<file path="src/rtl/fwd_hazard_ctrl.sv">
// fwd_hazard_ctrl
//   Forwarding and hazard control for a 5-stage in-order pipeline.
//   Tracks shadow copies of the EX, MEM and WB destination info and decides,
//   for the instruction in ID, whether to stall (load-use or long EX op) and
//   which bypass path each of its source operands uses once it reaches EX.
//
// Ports
//   clk, rst       clock, asynchronous active-high reset
//   id_valid       instruction present in ID
//   id_rs          NUM_SRC packed 5-bit source register addresses
//   id_rs_used     per-source read enable
//   id_rd          destination register of the ID instruction
//   id_reg_write   ID instruction writes id_rd
//   id_is_load     ID instruction is a load
//   id_is_long     ID instruction is a long (mul/div) op
//   flush          kill the ID instruction and the EX entry
//   stall          hold PC and IF/ID this cycle
//   ex_fwd_sel     registered per-source select: 00 RF, 01 EX/MEM, 10 MEM/WB
//   ex_bubble      EX holds no valid instruction
//   stall_count    saturating count of stalled cycles
//   dbg_state      FSM state (0 = IDLE, 1 = LONG)
//   dbg_wb         WB shadow entry {valid, rd, wr, load}
module fwd_hazard_ctrl #(
    parameter int NUM_SRC  = 2,
    parameter int LONG_LAT = 4,
    parameter int CNT_W    = 16
) (
    input  logic                   clk,
    input  logic                   rst,
    input  logic                   id_valid,
    input  logic [5*NUM_SRC-1:0]   id_rs,
    input  logic [NUM_SRC-1:0]     id_rs_used,
    input  logic [4:0]             id_rd,
    input  logic                   id_reg_write,
    input  logic                   id_is_load,
    input  logic                   id_is_long,
    input  logic                   flush,
    output logic                   stall,
    output logic [2*NUM_SRC-1:0]   ex_fwd_sel,
    output logic                   ex_bubble,
    output logic [CNT_W-1:0]       stall_count,
    output logic                   dbg_state,
    output logic [7:0]             dbg_wb
);

    typedef enum logic {
        IDLE = 1'b0,
        LONG = 1'b1
    } state_t;

    typedef struct packed {
        logic       valid;
        logic [4:0] rd;
        logic       wr;
        logic       load;
    } stage_t;

    stage_t                 ex_q, ex_d, mem_q, mem_d, wb_q, wb_d;
    state_t                 state_q, state_d;
    logic [3:0]             busy_cnt_q, busy_cnt_d;
    logic [2*NUM_SRC-1:0]   fwd_q, fwd_d;
    logic [CNT_W-1:0]       cnt_q, cnt_d;

    logic                   load_use;
    logic [2*NUM_SRC-1:0]   fwd_new;

    // Source matching against the EX and MEM shadows. WB is not a bypass
    // source because the register file writes through to the read port.
    always_comb begin
        logic [4:0] rs;
        logic       base;
        logic       m_ex;
        logic       m_mem;
        load_use = 1'b0;
        fwd_new  = '0;
        for (int i = 0; i < NUM_SRC; i++) begin
            rs    = id_rs[5*i +: 5];
            base  = id_valid & id_rs_used[i];
            m_ex  = base & ex_q.valid & ex_q.wr & (ex_q.rd != 5'd0) & (ex_q.rd == rs);
            m_mem = base & mem_q.valid & mem_q.wr & (mem_q.rd != 5'd0) & (mem_q.rd == rs);
            if (m_ex && ex_q.load) begin
                load_use = 1'b1;
            end
            if (m_ex) begin
                fwd_new[2*i +: 2] = 2'b01;
            end else if (m_mem) begin
                fwd_new[2*i +: 2] = 2'b10;
            end
        end
    end

    assign stall = ~flush & ((state_q == LONG) | (load_use & (state_q == IDLE)));

    always_comb begin
        ex_d       = ex_q;
        mem_d      = ex_q;
        wb_d       = mem_q;
        fwd_d      = fwd_q;
        state_d    = state_q;
        busy_cnt_d = busy_cnt_q;
        cnt_d      = cnt_q;

        if (stall && (cnt_q != {CNT_W{1'b1}})) begin
            cnt_d = cnt_q + CNT_W'(1);
        end

        if (flush) begin
            ex_d       = '0;
            fwd_d      = '0;
            state_d    = IDLE;
            busy_cnt_d = 4'd0;
        end else if (state_q == LONG) begin
            // Long op stays in EX; selects hold because the EX unit only
            // latched its operands in the first EX cycle.
            mem_d      = '0;
            busy_cnt_d = busy_cnt_q - 4'd1;
            if (busy_cnt_q == 4'd1) begin
                state_d = IDLE;
            end
        end else if (load_use) begin
            ex_d  = '0;
            fwd_d = '0;
        end else begin
            ex_d.valid = id_valid;
            ex_d.rd    = id_rd;
            ex_d.wr    = id_reg_write;
            ex_d.load  = id_is_load;
            fwd_d      = fwd_new;
            if (id_valid && id_is_long) begin
                state_d    = LONG;
                busy_cnt_d = 4'(LONG_LAT - 1);
            end
        end
    end

    always_ff @(posedge clk or posedge rst) begin
        if (rst) begin
            ex_q       <= '0;
            mem_q      <= '0;
            wb_q       <= '0;
            fwd_q      <= '0;
            state_q    <= IDLE;
            busy_cnt_q <= 4'd0;
            cnt_q      <= '0;
        end else begin
            ex_q       <= ex_d;
            mem_q      <= mem_d;
            wb_q       <= wb_d;
            fwd_q      <= fwd_d;
            state_q    <= state_d;
            busy_cnt_q <= busy_cnt_d;
            cnt_q      <= cnt_d;
        end
    end

    assign ex_fwd_sel  = fwd_q;
    assign ex_bubble   = ~ex_q.valid;
    assign stall_count = cnt_q;
    assign dbg_state   = state_q;
    assign dbg_wb      = wb_q;

endmodule
</file>
<file path="config.mk">
export PLATFORM = sky130hd
export DESIGN_NAME = fwd_hazard_ctrl
export DESIGN_NICKNAME = d
export VERILOG_FILES = /design/src/rtl/fwd_hazard_ctrl.sv
export SDC_FILE = /design/constraint.sdc
export NUM_CORES = 1
export LEC_CHECK = 0
export CORE_ASPECT_RATIO = 2
export CORE_UTILIZATION = 46
export CTS_CLUSTER_SIZE = 25
export DETAILED_ROUTE_END_ITERATION = 7
export PLACE_DENSITY = 0.75
export SLEW_MARGIN = 0
export SYNTH_ARGS = -nofsm -noshare
export SYNTH_HDL_FRONTEND = slang
export SYNTH_SLANG_ARGS = --single-unit
export TNS_END_PERCENT = 100
</file>
<file path="constraint.sdc">
create_clock -name clk -period 6.5 [get_ports clk]
set_input_delay 0.975 -clock clk [delete_from_list [all_inputs] [get_ports clk]]
set_output_delay 0.975 -clock clk [all_outputs]
set_load 0.05 [all_outputs]
</file>
**After elaboration in Yosys (flattened, before gate mapping)**

Cells that the tools add are included.

- Register bits after elaboration: 49
- Logic and storage cells: 81

- Add/subtract/negate cells: 2
- Equality and inequality tests: 8
- Muxes and demuxes: 23
- Bitwise gates (word level): 24
- Reductions and logical operators: 8

Operator list:

| operator | count |
|---|---|
| $mux 8 | 5 |
| $mux 4 | 7 |
| $and 1x1->1 | 20 |
| $eq 5x5->1 | 4 |
| $add 16x1->16 const B | 1 |
| $ne 16x16->1 const B | 1 |
| $reduce_bool 5->1 | 2 |
| $mux 2 | 4 |
| $mux 1 | 7 |
| $eq 4x1->1 const B | 1 |
| $logic_and 1x1->1 | 4 |
| $sub 4x1->4 const B | 1 |
| $ne 3x3->1 const B | 1 |
| $not 1->1 | 3 |
| $reduce_bool 3->1 | 1 |
| $ne 2x2->1 const B | 1 |
| $reduce_and 2->1 | 1 |
| $or 1x1->1 | 1 |

**Longest topological paths before layout**

- Depth after elaboration: 12
- Gate-level depth with buffers: 7

**Least setup slack after synthesis**

No wires, ideal clock.

- Path type: input-to-output
- Start point: input port id_rs[4]
- End point: output port stall
- Data arrival time: 2.753 ns
- Required time: 5.525 ns
- Slack: 2.772 ns
- Cell stages on the path: 6
- Buffers on the path: 0
- Cells stage by stage: xor2_1 nor4_1 nand4_1 a211oi_4 nor2_2 nor2_1

- Longest elaborated chain between the ends: 8

Ends and longest elaborated chain:

| item | line | RTL |
|---|---|---|
| start, declared | 31 | `input logic [5*NUM_SRC-1:0] id_rs,` |
| $eq 5x5->1 | 79 | `m_ex = base & ex_q.valid & ex_q.wr & (ex_q.rd != 5'd0) & (ex_q.rd == rs);` |
| $and 1x1->1 | 79 |  |
| $logic_and 1x1->1 | 81 | `if (m_ex && ex_q.load) begin` |
| $mux 1 (2 in a row) | 81 |  |
| $and 1x1->1 | 92 | `assign stall = ~flush & ((state_q == LONG) \| (load_use & (state_q == IDLE)));` |
| $or 1x1->1 | 92 |  |
| $and 1x1->1 | 92 |  |
| end, declared | 38 | `output logic stall,` |

No other way between the ends.

**Final worst setup path**

- Start point: input port id_rs[9]
- End point: output port stall

- Longest elaborated chain between the ends: 7

Ends and longest elaborated chain:

| item | line |
|---|---|
| $eq 5x5->1 | 79 |
| $and 1x1->1 | 79 |
| $logic_and 1x1->1 | 81 |
| $mux 1 | 81 |
| $and 1x1->1 | 92 |
| $or 1x1->1 | 92 |
| $and 1x1->1 | 92 |

No other way between the ends.

==> reports/metrics.cfg <==
[status]
status = complete, no violations

[pwr]
comb_power_share_pct = 24.3
power_switching_w = 0.0002414
irDropWorstVdd_mv = 0.1992
p_per_area_mw_per_mm2 = 259.6
p_int_w = 0.0005317
p_clk_share_pct = 28.5
switching_share_pct = 31.22
power_leakage_nw = 1.318
total_power_w = 0.0007731
seq_power_share_pct = 47.1

[synthesis]
avgSynthCellArea_um2 = 11.32
yosysSeqAreaShare_pct = 54.17
synth_flop_cell = dfrtp_1
ys_ff_latch = 49
synth_fp_nets = 227
ys_types = 37
synthesis.area_mm2 = 0.002263
netlist_instances = 200
async_flop_share_pct = 100.0
ys_warn_count = 0
synth_edf_count = 0

[flow_run]
maxCapViolCount = 0

[detailed_routing]
drcViolationCount = 0
wl_um = 4973
first_pass_iters = 4
drt_iter0_markers = 17
via_count = 1724
final_antenna_net_count = 0
wl_per_cell_um = 15.89
vias_per_cell = 5.508

[cells_and_area]
drive_gt1_share_pct = 6.977
fin_util_pct = 63.55
nets = 284
final_cells = 313
synthToLayoutAreaGrowth_pct = 31.56
antennaDiodeCount = 0

[global_routing]
grt_pass1_wl_um = 8335
grt_pass1_vias = 1750
gr-total-overflow = 0
antenna_found_initial = 0
grt_max_degree = 50
grt_use_total_pct = 21.85

[timing]
tightest_slew_ns = 0.9794
fin_skew_ns = 0.008150
relSlewSlack_pct = 34.61
rsz0062_at_grt = no
final.setup.tns_ns = 0
whs_ns = 0.3784
hold_violations = 0
fmax_ghz = 0.2142
slew_viol_final = 0
post-route-min-period_ns = 4.669
period_share_pct = 71.84
setup_viol = 0

[worst_setup_path]
critPathMaxFanout = 10
crit_arrival_ns = 3.69
startpoint_type = input port
path_class = in -> out
critPathCaptureType = output port
required_ns = 5.52

[cts]
htreeDepth = 2
clkSlewWorstSetupHoldPaths_ns = 0.08
insertion_delay_ns = 0.29
cts.sinks = 49
cts_tree = done
clockBufferDepth = 2
cts_hold_buf = 0
cts_setup_buffers = 0
post_cts_resize_count = 0
cts_buffers = 5
clockRootBuffer = clkbuf_8

[floorplanning]
dieArea_mm2 = 0.005222
die_y_um = 101.2
io_pins = 55
die_x_um = 51.60
fp-row-count = 35
core_area_mm2 = 0.004686
start_util_pct = 48.30

[place]
gp_congestion = 0.7861
portBuffers = 54
post-dp-hpwl_um = 3818
placedCellCount = 305

[worst_hold_path]
hold_class = reg -> reg

-- cells in the final DEF, fill, tap and decap left out, drive strengths merged, types with 3 or more instances in the layout --
| cell | count |
|---|---|
| nand4 | 6 |
| ha | 3 |
| nand2 | 9 |
| nor2b | 7 |
| a21oi | 5 |
| inv | 6 |
| or3 | 3 |
| a211oi | 3 |
| nor3 | 4 |
| nand3 | 8 |
| xor2 | 20 |
| nor4 | 6 |
| clkdlybuf4s50 | 54 |
| nor2 | 20 |
| xnor2 | 15 |
| dfrtp | 49 |
| clkbuf | 7 |
| and3 | 4 |
| a22o | 8 |
-- sequential cells by signal, summed over array words and instances, names as in the netlist --
signal / flops
mem_q: 8
ex_q: 8
ex_fwd_sel: 4
dbg_wb: 8
busy_cnt_q: 4
stall_count: 16
dbg_state: 1
-- cell usage after synthesis (2+ instances only) --
cell type   n  area share (%)
a211oi_1    2            0.66
a21oi_1     5             1.1
a22o_1      8             3.1
a311oi_1    2            0.77
a31oi_1     2            0.55
and2_1      2            0.55
and3_1      4             1.1
clkbuf_1    5            0.83
dfrtp_1    49              54
ha_1        3             1.7
inv_1       6            0.99
nand2_1     9             1.5
nand2b_1    2            0.55
nand3_1     8             1.8
nand4_1     6             1.7
nor2_1     19             3.2
nor2b_1     7             1.9
nor3_1      3            0.66
nor3b_1     2            0.66
nor4_1      4             1.1
or3_1       3            0.83
xnor2_1    15             5.8
xor2_1     20             7.7
-- worst paths after layout --
check,startpoint,cells after the start,slack [ns],end
setup / recovery,id_rs[9],8,1.83,stall
hold / removal,mem_q[0],0,0.38,dbg_wb[0]
setup reg to reg,ex_q[4],6,4.03,ex_fwd_sel[1]
hold reg to reg,mem_q[0],0,0.38,dbg_wb[0]
max in group asynchronous,rst,2,4.66,busy_cnt_q[3]
min in group asynchronous,rst,2,1.22,stall_count[8]
-- through the flow --
| step | worst slack (ns) | area, µm² |
|---|---|---|
| floorplan | 2.772 | 2263 |
| global placement | 1.856 | 2861 |
| detailed placement | 1.817 | 2861 |
| CTS | 1.807 | 2978 |
| global route | 1.695 | 2978 |
| finish | 1.831 | 2978 |
-- critical path, cell delays in order --
cell and delay, ns:
clkdlybuf4s50_1 0.52, xnor2_1 0.13, nand4_1 0.12, or3_1 0.46
a211oi_4 0.34, nor2_2 0.17, nor2_1 0.16, clkdlybuf4s50_1 0.82
-- final cells by class --
type                       instances  area (µm²)
inverter                           6       22.52
tap                               55       68.82
sequential                        49        1226
fill                             378        1708
clock inverter                     1       30.03
clock buffer                       7       86.33
multi-input combinational        140       996.0
timing repair buffer              55       548.0
-- power by group through the flow --
stage                     Clock, W  Sequential, W  Combinational (W)
after global placement           0       0.000369           0.000186
final                     0.000221       0.000364           0.000188
after detailed placement         0       0.000370           0.000189
after floorplan                  0       0.000421          0.0000651
after CTS                 0.000222       0.000364           0.000190
after global routing      0.000235       0.000369           0.000203
-- per-layer routing --
layer  global-route usage [%]  vias to the layer above  part of all wire (%)
li1                         -                      811                     -
met1                    23.58                      826                    36
met2                    37.16                       64                    54
met3                    3.904                       23                   3.3
met4                    15.59                        0                   6.5
met5                        0                        -                     0
-- cell families after synthesis --
family                     Yosys count  share of synthesized area, %
xor gates and xnor gates            35                         13.54
muxes                                1                        0.4975
DFF                                 49                         54.17
adders and majority gates            3                         1.659
AOI/OAI and AO/OA                   26                         9.619
and+or+nand+nor                     75                         18.68
buffers and inverters               11                         1.824
(Power assumes the default switching activity.)
